File: src/rtl/spinner_result_reader.sv
// Reads the stopped position of an LED spinner wheel: waits for led_pos to settle
// after a stop request, then publishes position, hit/err flags, score and round count.
module spinner_result_reader #(
  parameter int SETTLE_CYCLES = 50000,
  parameter int SCORE_W       = 8
) (
  input  logic               clk,
  input  logic               rst,
  input  logic [5:0]         led_pos,
  input  logic               stop_req,
  input  logic [5:0]         guess,
  output logic               busy,
  output logic               result_valid,
  output logic [2:0]         result_pos,
  output logic               hit,
  output logic               err,
  output logic [SCORE_W-1:0] score,
  output logic [7:0]         round_cnt
);

  typedef enum logic [1:0] {
    IDLE        = 2'd0,
    WAIT_SETTLE = 2'd1,
    REPORT      = 2'd2,
    HOLD        = 2'd3
  } state_t;

  localparam logic [19:0]        SETTLE_LAST = 20'(SETTLE_CYCLES - 1);
  localparam logic [SCORE_W-1:0] SCORE_MAX   = '1;

  state_t             state_q, state_d;
  logic               stop_meta_q, stop_s_q;
  logic [5:0]         led_prev_q;
  logic [5:0]         guess_l_q, guess_l_d;
  logic [19:0]        stable_cnt_q, stable_cnt_d;
  logic [2:0]         result_pos_q, result_pos_d;
  logic               hit_q, hit_d;
  logic               err_q, err_d;
  logic [SCORE_W-1:0] score_q, score_d;
  logic [7:0]         round_cnt_q, round_cnt_d;

  logic               stable;
  logic [2:0]         dec_pos;
  logic [2:0]         ones;
  logic               one_hot;

  assign stable = (led_pos == led_prev_q);

  // Position decode: index of the last set bit plus a population count for the one-hot test.
  always_comb begin
    dec_pos = 3'd0;
    ones    = 3'd0;
    for (int i = 0; i < 6; i++) begin
      if (led_pos[i]) begin
        dec_pos = 3'(i);
        ones    = ones + 3'd1;
      end
    end
  end

  assign one_hot = (ones == 3'd1);

  always_comb begin
    state_d      = state_q;
    guess_l_d    = guess_l_q;
    stable_cnt_d = stable_cnt_q;
    result_pos_d = result_pos_q;
    hit_d        = hit_q;
    err_d        = err_q;
    score_d      = score_q;
    round_cnt_d  = round_cnt_q;

    case (state_q)
      IDLE: begin
        if (stop_s_q) begin
          state_d      = WAIT_SETTLE;
          guess_l_d    = guess;
          stable_cnt_d = '0;
        end
      end
      WAIT_SETTLE: begin
        // A released stop request wins over a settle completing on the same cycle.
        if (!stop_s_q) begin
          state_d = IDLE;
        end else if (!stable) begin
          stable_cnt_d = '0;
        end else if (stable_cnt_q == SETTLE_LAST) begin
          state_d      = REPORT;
          result_pos_d = one_hot ? dec_pos : 3'd7;
          err_d        = !one_hot;
          hit_d        = one_hot && guess_l_q[dec_pos];
          if (hit_d && (score_q != SCORE_MAX)) begin
            score_d = score_q + 1'b1;
          end
          round_cnt_d  = round_cnt_q + 8'd1;
        end else begin
          stable_cnt_d = stable_cnt_q + 20'd1;
        end
      end
      REPORT: begin
        state_d = HOLD;
      end
      HOLD: begin
        if (!stop_s_q) begin
          state_d = IDLE;
        end
      end
      default: begin
        state_d = IDLE;
      end
    endcase
  end

  always_ff @(posedge clk or posedge rst) begin
    if (rst) begin
      state_q      <= IDLE;
      stop_meta_q  <= 1'b0;
      stop_s_q     <= 1'b0;
      led_prev_q   <= '0;
      guess_l_q    <= '0;
      stable_cnt_q <= '0;
      result_pos_q <= '0;
      hit_q        <= 1'b0;
      err_q        <= 1'b0;
      score_q      <= '0;
      round_cnt_q  <= '0;
    end else begin
      state_q      <= state_d;
      stop_meta_q  <= stop_req;
      stop_s_q     <= stop_meta_q;
      led_prev_q   <= led_pos;
      guess_l_q    <= guess_l_d;
      stable_cnt_q <= stable_cnt_d;
      result_pos_q <= result_pos_d;
      hit_q        <= hit_d;
      err_q        <= err_d;
      score_q      <= score_d;
      round_cnt_q  <= round_cnt_d;
    end
  end

  assign busy         = (state_q == WAIT_SETTLE);
  assign result_valid = (state_q == REPORT);
  assign result_pos   = result_pos_q;
  assign hit          = hit_q;
  assign err          = err_q;
  assign score        = score_q;
  assign round_cnt    = round_cnt_q;

endmodule

File: config.mk
export PLATFORM = sky130hd
export DESIGN_NAME = spinner_result_reader
export DESIGN_NICKNAME = d
export VERILOG_FILES = /design/src/rtl/spinner_result_reader.sv
export SDC_FILE = /design/constraint.sdc
export NUM_CORES = 1
export LEC_CHECK = 0
export CORE_AREA = 2 2 114 116
export DETAILED_ROUTE_END_ITERATION = 12
export DIE_AREA = 0 0 116 118
export MAX_ROUTING_LAYER = met4
export PLACE_DENSITY = 0.39
export REMOVE_ABC_BUFFERS = 1
export SYNTH_ARGS = -nofsm -noshare
export SYNTH_HDL_FRONTEND = slang
export SYNTH_SLANG_ARGS = --single-unit
File: constraint.sdc
create_clock -name clk -period 2.7 [get_ports clk]
set_input_delay 0.54 -clock clk [delete_from_list [all_inputs] [get_ports clk]]
set_output_delay 0.54 -clock clk [all_outputs]
set_load 0.02 [all_outputs]
==> results_tabular.tex <==
\begin{tabular}{lr}
\hline
Metric & Value \\
\hline
\multicolumn{2}{l}{\textbf{Detailed routing}} \\
\quad Via Count & about 2500 \\
\quad Detailed-route wire length & about 7.9 mm \\
\quad DR WL met2 & 3.748 mm \\
\quad DRT iter0 DRCs & 60 \\
\quad Via/cell ratio & about 4.4 \\
\quad DRC Markers & 0 \\
\quad Sum of met3 wire segment lengths after detailed routing & 312 um \\
\quad Max layer used & met4 \\
\quad Number of nets still failing antenna checks after routing & 0 \\
\quad Routed metal-1 wirelength & 3.779 mm \\
\quad Per-cell routed wire length & 13.96 um \\
\quad Number of detailed-route iterations in the first pass & 4 \\
\multicolumn{2}{l}{\textbf{Timing}} \\
\quad Maximum frequency from static timing analysis & 322.3 MHz \\
\quad Clk\_skew & 6.870 ps \\
\quad Time the worst path needs with I/O delays and setup & $\sim$3100 ps \\
\quad Endpoints failing hold & 0 \\
\quad Number of slew-limit violations in the final report & 0 \\
\quad Setup Total Neg Slack & -4397 ps \\
\quad Final-report setup violation count & 13 \\
\quad Final worst path period share & 114.9\% \\
\quad PnR worst setup slack & -402.5 ps \\
\quad Rel. slew slack & 54.42\% \\
\quad Measured slew at the worst slew-check pin & 681.2 ps \\
\quad RSZ-0062 raised after global routing & true \\
\multicolumn{2}{l}{\textbf{Critical path}} \\
\quad Flop-to-flop setup slack & 380 ps \\
\quad Worst R2R Start & stable\_cnt\_q[0] \\
\quad Required time of the critical path & 2940 ps \\
\quad CP Depth & 20 \\
\quad Cell chain of the critical path & buf\_8 -> ha\_4 -> nor2b\_4 -> or2\_4 -> ha\_4 -> nand2b\_4 -> o31ai\_4 -> inv\_2 -> ha\_4 -> nand2\_2 -> o21ai\_2 -> ha\_2 -> nand2\_2 -> xnor2\_2 -> xnor2\_2 -> o311ai\_4 -> buf\_4 -> buf\_6 -> buf\_6 -> o32ai\_2 \\
\quad Cell type group with the largest total delay on the critical path & adder cells \\
\quad Worst setup path end & hit \\
\quad Worst Setup Path Type & in -> reg \\
\quad Most frequent CP cell & sky130\_fd\_sc\_hd\_\_ha\_4 \\
\quad Worst setup SP type & primary input \\
\quad Nature of the critical path endpoint & flip-flop \\
\quad Slowest stage cell on the critical path & sky130\_fd\_sc\_hd\_\_ha\_4 \\
\quad Depth of the worst register-to-register path & 6 \\
\quad Delay of the slowest cell on the worst path & 270 ps \\
\quad Critical path fanouts, max & 4 \\
\quad Count of buffering cells on the critical path with inverters included & 5 \\
\quad CP startpoint & led\_pos[1] \\
\quad Endpoint arrival time on the critical path & 3350 ps \\
\quad Crit Reg-Reg Endpoint & score[6] \\
\multicolumn{2}{l}{\textbf{Place}} \\
\quad IO buf count & 37 \\
\quad Setup Slack @ Placement & -1488 ps \\
\quad Area of placed instances & 0.003938 mm\^{}2 \\
\quad Detailed-placement wirelength estimate & 5.650 mm \\
\quad Routability cong. & roughly 0.80 \\
\multicolumn{2}{l}{\textbf{Logic synthesis}} \\
\quad Library cells used by synthesis & between 40 and 50 \\
\quad Cell taking the most area after synthesis & sky130\_fd\_sc\_hd\_\_dfrtp\_1 \\
\quad Post-Synthesis Cells & 304 \\
\quad Leading cell types by total area after synthesis & sky130\_fd\_sc\_hd\_\_dfrtp\_1 47\%, sky130\_fd\_sc\_hd\_\_xnor2\_1 5.1\%, sky130\_fd\_sc\_hd\_\_nor2\_1 3.3\%, sky130\_fd\_sc\_hd\_\_ha\_1 3.3\%, sky130\_fd\_sc\_hd\_\_o21ai\_0 3.3\% \\
\quad Total of flip-flops plus latches after synthesis & 57 \\
\quad Top-area cell type share of the netlist area & a little under half \\
\quad Mean cell area of the mapped netlist & 10.08 um\^{}2 \\
\quad Warnings from Yosys & 0 \\
\quad Sequential share of the synthesized area & 46.55\% \\
\quad Post-Synthesis Cell Area & 0.003064 mm\^{}2 \\
\multicolumn{2}{l}{\textbf{Clocking}} \\
\quad CTS tree & yes \\
\quad Root buf cell & sky130\_fd\_sc\_hd\_\_clkbuf\_16 \\
\quad Number of buffers created by CTS & 9 \\
\quad Clock tree buffer depth & 2 \\
\quad Htree depth & 3 \\
\quad Sink Count & between 50 and 60 \\
\quad Clock-pin slew of the registers on the worst-case setup and hold paths & 50 ps \\
\quad Hold-fix buffer count after cts & 0 \\
\quad Clock insertion delay at the later pin of the skew report & between 300 and 400 ps \\
\multicolumn{2}{l}{\textbf{GRT}} \\
\quad Global-route wire length before repair & between 10 and 15 mm \\
\quad Number of global-route vias before repair & approximately 2700 \\
\quad Maximum number of pins on one net before global-route repair & 58 \\
\quad Initial antenna violation count & 0 \\
\quad Overall Global Routing Usage & 13.25\% \\
\quad Total congestion overflow & 0 \\
\multicolumn{2}{l}{\textbf{Floorplanning}} \\
\quad Die Y-Extent & between 100 and 150 um \\
\quad Initial core utilization & between 20\% and 30\% \\
\quad I/O pin cnt & 38 \\
\quad Die Span X & 116 um \\
\quad DIE AREA & 0.01369 mm\^{}2 \\
\quad Total core area & about 0.012 mm\^{}2 \\
\quad Number of placement rows & 41 \\
\multicolumn{2}{l}{\textbf{Layout}} \\
\quad Final cell utilization of the core & between 30\% and 40\% \\
\quad Proportion of layout cells with a drive suffix above 1 & between 30\% and 40\% \\
\quad Diodes inserted & 0 \\
\quad Area added between synthesis and finish & 45.45\% \\
\quad Final instance area & 0.004457 mm\^{}2 \\
\quad Post-layout nets & 415 \\
\multicolumn{2}{l}{\textbf{Power}} \\
\quad Internal power & 1.692 mW \\
\quad Net switching power of the design & 599.1 uW \\
\quad Part of the power in the clock network & 47.0\% \\
\quad Proportion of power drawn by flip-flops and latches & 38.6\% \\
\quad Leakage & 1.909 nW \\
\quad VDD IR-drop max & 0.3446 mV \\
\quad PwrDens & a little over 500 mW/mm\^{}2 \\
\quad Share of power burned in combinational logic & 14.5\% \\
\quad Switching share of power & 26.15\% \\
\multicolumn{2}{l}{\textbf{Status}} \\
\quad Status & finished with violations \\
\quad Violations in the final reports & negative setup slack \\
\multicolumn{2}{l}{\textbf{Job}} \\
\quad \# Max-Cap Violations & 0 \\
\multicolumn{2}{l}{\textbf{Min path}} \\
\quad Class of the worst hold path & reg -> reg \\
\hline
\end{tabular}
## power by group through the flow
| stage | Combinational (mW) | Clock, mW | Sequential (mW) |
|---|---|---|---|
| after floorplan | 0.143 | 0 | 0.896 |
| after CTS | 0.307 | 1.12 | 0.883 |
| after global placement | 0.266 | 0 | 0.899 |
| after detailed placement | 0.268 | 0 | 0.898 |
| final | 0.332 | 1.08 | 0.883 |
| after global routing | 0.365 | 1.16 | 0.885 |
## per-stage QoR
stage | total power, mW | cells | hold WS [ps]
5_1_grt | 2.406 | 569 | 367.5
6_report | 2.291 | 569 | 349.0
3_5_place_dp | 1.166 | 549 | 338.7
2_1_floorplan | 1.040 | 295 | 331.2
3_3_place_gp | 1.165 | 549 | 333.0
4_1_cts | 2.308 | 567 | 351.6
## what timing repair did
action	CTS	global route
resized for setup	40	18
gates cloned	0	0
setup endpoints to repair	13	15
pin swaps	15	7
setup buffers	2	2
## sequential cells by signal, indices dropped and copies added (netlist names), named ones only
name,cells
stable_cnt_q,20
round_cnt,8
score,8
guess_l_q,6
led_prev_q,6
result_pos,3
err,1
hit,1
state_q,1
stop_meta_q,1
stop_s_q,1
## logic make-up after synthesis
group                      after synthesis  synth area share (%)
and+or+nand+nor                        125                 22.17
DFF                                     57                 46.55
AOI/OAI and AO/OA                       55                 12.01
xor gates and xnor gates                29                 9.310
buffers and inverters                   22                 3.634
muxes                                    8                 3.062
adders and majority gates                8                 3.267
## layer usage
layer	global-route usage, %	vias up
met5	-	-
met4	3.869	0
met3	4.634	6
met2	19.96	44
met1	16.80	1217
li1	-	1265
## cell usage after synthesis, drive strengths merged
master	instances
and3	10
xnor2	20
a21oi	12
nor4	7
buf	6
nand3	12
mux2	8
and4	3
xor3	1
o21ai	20
nand2	24
nand4	12
a211oi	1
o211a	1
nor2	28
o32ai	1
a2bb2oi	1
and2	4
o21a	1
or3	2
o211ai	3
nand2b	5
a31o	1
nor2b	4
nor3	10
o31ai	7
clkbuf	3
nor3b	1
a31oi	2
inv	13
or2	1
nor4b	1
xor2	8
o311ai	1
or4	1
ha	8
a22o	1
dfrtp	57
o41ai	3
## worst min-delay path by stage
| stage | startpoint | endpoint | slack (ps) | cells after the start |
|---|---|---|---|---|
| final | stop_meta_q | stop_s_q | 350 | 0 |
| after global routing | stop_meta_q | stop_s_q | 370 | 0 |
| after CTS | stop_meta_q | stop_s_q | 350 | 0 |
| after detailed placement | stop_meta_q | stop_s_q | 340 | 0 |
| after global placement | stop_meta_q | stop_s_q | 330 | 0 |
| after floorplan | stop_meta_q | stop_s_q | 330 | 0 |
## cell type report
| cell class | instances | area (um^2) |
|---|---|---|
| Clock buffer | 10 | 239.0 |
| Clock inverter | 6 | 43.79 |
| Fill cell | 1319 | 7958 |
| Inverter | 13 | 48.80 |
| Multi-Input combinational cell | 225 | 1718 |
| Sequential cell | 57 | 1426 |
| Tap cell | 172 | 215.2 |
| Timing Repair Buffer | 86 | 765.7 |
## cell usage in the layout, fill, tap and decap left out, drive strengths merged, types with 8 or more instances in the layout
| master | n |
|---|---|
| a21oi | 12 |
| and3 | 10 |
| buf | 52 |
| clkbuf | 10 |
| clkdlybuf4s50 | 33 |
| dfrtp | 57 |
| ha | 8 |
| inv | 13 |
| mux2 | 8 |
| nand2 | 24 |
| nand3 | 12 |
| nand4 | 12 |
| nor2 | 28 |
| nor3 | 10 |
| o21ai | 20 |
| xnor2 | 20 |
| xor2 | 8 |
(Power assumes the default switching activity.)
==> variant 1, RTL diff (same flow settings) <==
Set the parameter `SCORE_W` to 6 (it was 8).
--- a/src/rtl/spinner_result_reader.sv
+++ b/src/rtl/spinner_result_reader.sv
@@ -2,7 +2,7 @@
 // after a stop request, then publishes position, hit/err flags, score and round count.
 module spinner_result_reader #(
   parameter int SETTLE_CYCLES = 50000,
-  parameter int SCORE_W       = 8
+  parameter int SCORE_W       = 6
 ) (
   input  logic               clk,
   input  logic               rst,
Interface: changed (resized score); port bits go from 38 to 36. The function was not compared with the original's and may differ.
==> variant 1 against the unedited design <==
The run still ends with setup timing left; sequential power shrank 3.6%; sequential cell count down 2; synthesized area increased by 0.61%; non-clock buffer count is 6 higher; synthesized cell count up 4.6%; cell area increased by 0.28%; count of clock-buffer cells in the layout down 5; setup slack got worse by 460 ps; routed wire length is 7.4% higher; register-to-register slack got worse by 250 ps; critical path depth is 4 lower; power down 15%; critical endpoint is now score[5].
==> variant 1: results (changes against the unedited design) <==
metric,value,unit,change
multi_input_gates,242,,+7.6%
use_met2,0.217,,+0.0172
yosysUniqueCellTypes,53,,+8.2%
violations,setup timing,,
fillCellCount,1301,,-1.4%
dpl.hpwl,6240,microns,+10%
synth-compound-area-share,0.104,,-0.0157
htreeDepth,2,,-1
synth.area.mux_share,0.0390,,+0.00834
sh_seq_area,0.308,,-0.0121
met3WireLength,258,microns,-17%
pg_comb,421,uW,+27%
critPathMaxStageDelay,320,ps,+50 ps
clock_area_frac,0.0330,,-0.0304
nNonClkBuffers,92,,+7.0%
grt.total_usage,0.137,,+0.00401
clk_latency,310,ps,-20 ps
synth_xor_area_frac,0.0864,,-0.00665
m1WireLength,3970,microns,+5.0%
rr_startpoint,stable_cnt_q[5],,
r2r_slack,130,ps,-250 ps
gp_congestion,0.868,,+8.8%
buffer_area_frac,0.183,,+0.0113
status,finished with violations,,
intPower,1400,uW,-17%
yosys.area_share.adder,0.0325,,-0.000199
clk_pin_slew,80,ps,+30 ps
final_nets,431,,+3.9%
grt_pass1_wl,14100,microns,+3.2%
synth.ff_latch_count,55,,-3.5%
ys_top_cells_by_count,"dfrtp_1 (55), nor2_1 (35), nand2_1 (27)",,
cp_max_fo,3,,-1
drt_iter0_drc,110,,+83%
cts_made_buffers,5,,-4
tightest_slew,650,ps,-31.6 ps
met1_usage,0.174,,+0.00640
setup_ws,-865,ps,-462 ps
drive_above_1_share,0.279,,-0.0235
via_count,2604,,+2.8%
finalSetupViolations,11,,-2
slowest_stage,mux2_4,,
portBuffers,35,,-5.4%
vdd_ir_drop_max,0.000253,V,-27%
postCtsResizedCells,52,,+30%
## variant 1: changes by cell type after synthesis, sizes merged, moves of 5 or more
| cell | before | now |
|---|---|---|
| xnor2 | 20 | 7 |
| xor2 | 8 | 18 |
| nor2 | 28 | 35 |
| nand4 | 12 | 7 |
| nor4 | 7 | 12 |
## variant 1: through the flow
step	setup TNS, ps	instances	area (sq um)
finish	-8140	581	4470
global placement	-24520	565	3980
CTS	-8500	577	4370
detailed placement	-25400	565	3980
floorplan	-10930	309	3030
global route	-9270	581	4470
## variant 1: worst max-delay path by stage
stage	endpoint	slack [ps]	cells after the start	from
6_report	score[5]	-860	16	led_pos[1]
5_1_grt	score[5]	-940	16	led_pos[1]
4_1_cts	score[4]	-890	15	led_pos[1]
3_5_place_dp	score[1]	-1950	15	led_pos[0]
3_3_place_gp	score[1]	-1870	15	led_pos[0]
2_1_floorplan	score[1]	-1290	14	led_pos[0]
==> variant 2, RTL diff (same flow settings) <==
Without the edit above. Put a register stage on the outputs `busy` and `result_valid`, cleared by the reset. The values now appear one clock later. The other outputs are not delayed to match.
--- a/src/rtl/spinner_result_reader.sv
+++ b/src/rtl/spinner_result_reader.sv
@@ -139,8 +139,15 @@
     end
   end
 
-  assign busy         = (state_q == WAIT_SETTLE);
-  assign result_valid = (state_q == REPORT);
+  always_ff @(posedge clk or posedge rst) begin
+    if (rst) begin
+      busy         <= '0;
+      result_valid <= '0;
+    end else begin
+      busy         <= (state_q == WAIT_SETTLE);
+      result_valid <= (state_q == REPORT);
+    end
+  end
   assign result_pos   = result_pos_q;
   assign hit          = hit_q;
   assign err          = err_q;
Function: changed (a bounded check fails within 4 cycles, from zero or initial values and one cycle with rst high).
==> variant 2 against the unedited design <==
The run still ends with setup timing left; die area unchanged; combinational power up 13%; cell area up 1.6%; setup slack worse by 49 ps; sequential cell count up 2; non-clock buffer count unchanged; power up 9.0%; critical path depth down 2; fmax down 1.6%; routed wire length down 3.5%; hold slack better by 4.5 ps; global-route usage down 0.90 points; synthesized area up 0.82%; critical path type unchanged; largest cell class unchanged; largest power group unchanged; highest routed layer unchanged.
==> variant 2: results (changes against the unedited design) <==
metric,value,unit,change
power_leakage,0.00193,uW,+1.1%
tightest_slew,615,ps,-65.8 ps
clk_latency,330,ps,about the same
cp_max_fo,4,,unchanged
clk_pin_slew,50,ps,about the same
grt_pass1_wl,12700,microns,-6.6%
ys_top_cells_by_count,"dfrtp_1 (59), nor2_1 (28), xnor2_1 (27)",,
grt_pass1_vias,2462,,-7.7%
final_nets,408,,-1.7%
yosysUniqueCellTypes,49,,unchanged
setup_ws,-452,ps,-49.2 ps
worstPathArrival,3360,ps,about the same
tns,-4500,ps,-103 ps
final_cells,562,,-1.2%
synth_flop_cell,dfrtp_1,,
slowest_stage,mux2_4,,
post_drt_wl_per_cell,13.6,microns,-2.3%
critPathTopFamily,simple AND/OR/NAND/NOR gates,,
root_buffer,clkbuf_16,,
fillCellCount,1301,,-1.4%
critPathMaxStageDelay,310,ps,+40 ps
grt_start_max_net_pins,24,,-59%
yosys-top-cells-area,"dfrtp_1 (48%), xnor2_1 (7.7%), nor2_1 (3.4%), ha_1 (3.2%), mux2_2 (2.9%)",,
portBuffers,37,,unchanged
regMostFlops,stable_cnt_q,,
avgViaCountPerCell,4.47,,+0.53%
drtPass1Iterations,4,,unchanged
antenna_found_initial,0,,unchanged
vdd_ir_drop_max,0.000213,V,-38%
async_flop_share,1.00,,unchanged
status,finished with violations,,
dp.cells,537,,-2.2%
grt.total_usage,0.124,,-0.00899
fin_worst_skew,4.20,ps,-2.67 ps
hold_class,reg2reg,,
yosysSeqAreaShare,0.478,,+0.0124
cts_made_buffers,9,,unchanged
synth.avg_cell_area,10.3,sq um,+1.8%
cts.path.max_buffers,2,,unchanged
yosys_warnings,0,,unchanged
htreeDepth,3,,unchanged
violations,setup timing,,
dpl.hpwl,5520,microns,-2.4%
gp_congestion,0.795,,-0.39%
largest_register_ffs,20,,unchanged
antenna_cells,0,,unchanged
drive_above_1_share,0.287,,-0.0151
drt_iter0_drc,89,,+48%
finalSetupViolations,13,,unchanged
variant 2: cell count changes in the layout (fill, tap and decap cells not counted), moves of 4 or more:
cell / unedited run / this run
a21oi_1: 10 / 3
and2_1: 4 / 0
and3_1: 10 / 6
nand2_1: 22 / 14
nand3b_1: 0 / 4
nand4_1: 9 / 13
nor3_2: 5 / 1
nor4_1: 5 / 10
nor4_4: 0 / 4
o31ai_1: 6 / 1
xnor2_1: 16 / 25
variant 2: what timing repair did:
item / CTS / global route
gates resized for setup: 51 / 13
hold buffers: 0 / 0
buffers inserted: 7 / 3
cloned: 0 / 0
pin swaps: 17 / 15
endpoints found under the setup margin: 13 / 14
variant 2: final timing paths:
| path | start | cells past startpoint | slack [ps] | end |
|---|---|---|---|---|
| setup / recovery | led_pos[0] | 18 | -450 | score[1] |
| max in group asynchronous | rst | 3 | 1430 | score[1] |
| min in group asynchronous | rst | 2 | 570 | led_prev_q[0] |
| hold reg to reg | stop_meta_q | 0 | 350 | stop_s_q |
| hold / removal | stop_meta_q | 0 | 350 | stop_s_q |
| setup reg to reg | score[1] | 6 | 50 | score[1] |
variant 2: metrics by stage:
step           cell area, sq um  hold slack (ps)   util  setup slack, ps
4_1_cts                    4450              357  0.359             -484
3_3_place_gp               3900              340  0.314            -1450
5_1_grt                    4530              360  0.365             -537
3_5_place_dp               3900              345  0.314            -1520
2_1_floorplan              3010              331      -             -863
6_report                   4530              353  0.365             -452
variant 2: per-layer routing:
layer,global-route usage,wire [microns],up-vias
met4,0.0513,138,0
met1,0.167,3720,1237
met3,0.0283,242,9
met2,0.178,3560,33
met5,-,0,-
li1,-,-,1235
variant 2: kinds of logic (layout without fill, tap and decap cells):
family                     count (synthesis)  in the layout  synth area share
buffers and inverters                     24            113            0.0389
muxes                                     10             10            0.0365
AOI/OAI and AO/OA                         35             35            0.0729
xor gates and xnor gates                  37             37             0.110
DFF                                       59             59             0.478
adders and majority gates                  8              8            0.0324
and+or+nand+nor                          128            128             0.232
variant 2: cell type report:
type / instances / area (sq um) / area share
multi-input cells: 218 / 1720 / 0.381
flip-flops and latches: 59 / 1480 / 0.326
clock buffers: 11 / 233 / 0.0514
clock inverters: 5 / 77.6 / 0.0171
repair buffers: 86 / 757 / 0.167
well taps: 172 / 215 / 0.0475
inverters: 11 / 43.8 / 0.00967
variant 2: power breakdown:
group / switching [uW] / internal [uW]
registers: 10.4 / 906
clock network: 402 / 804
logic: 182 / 194
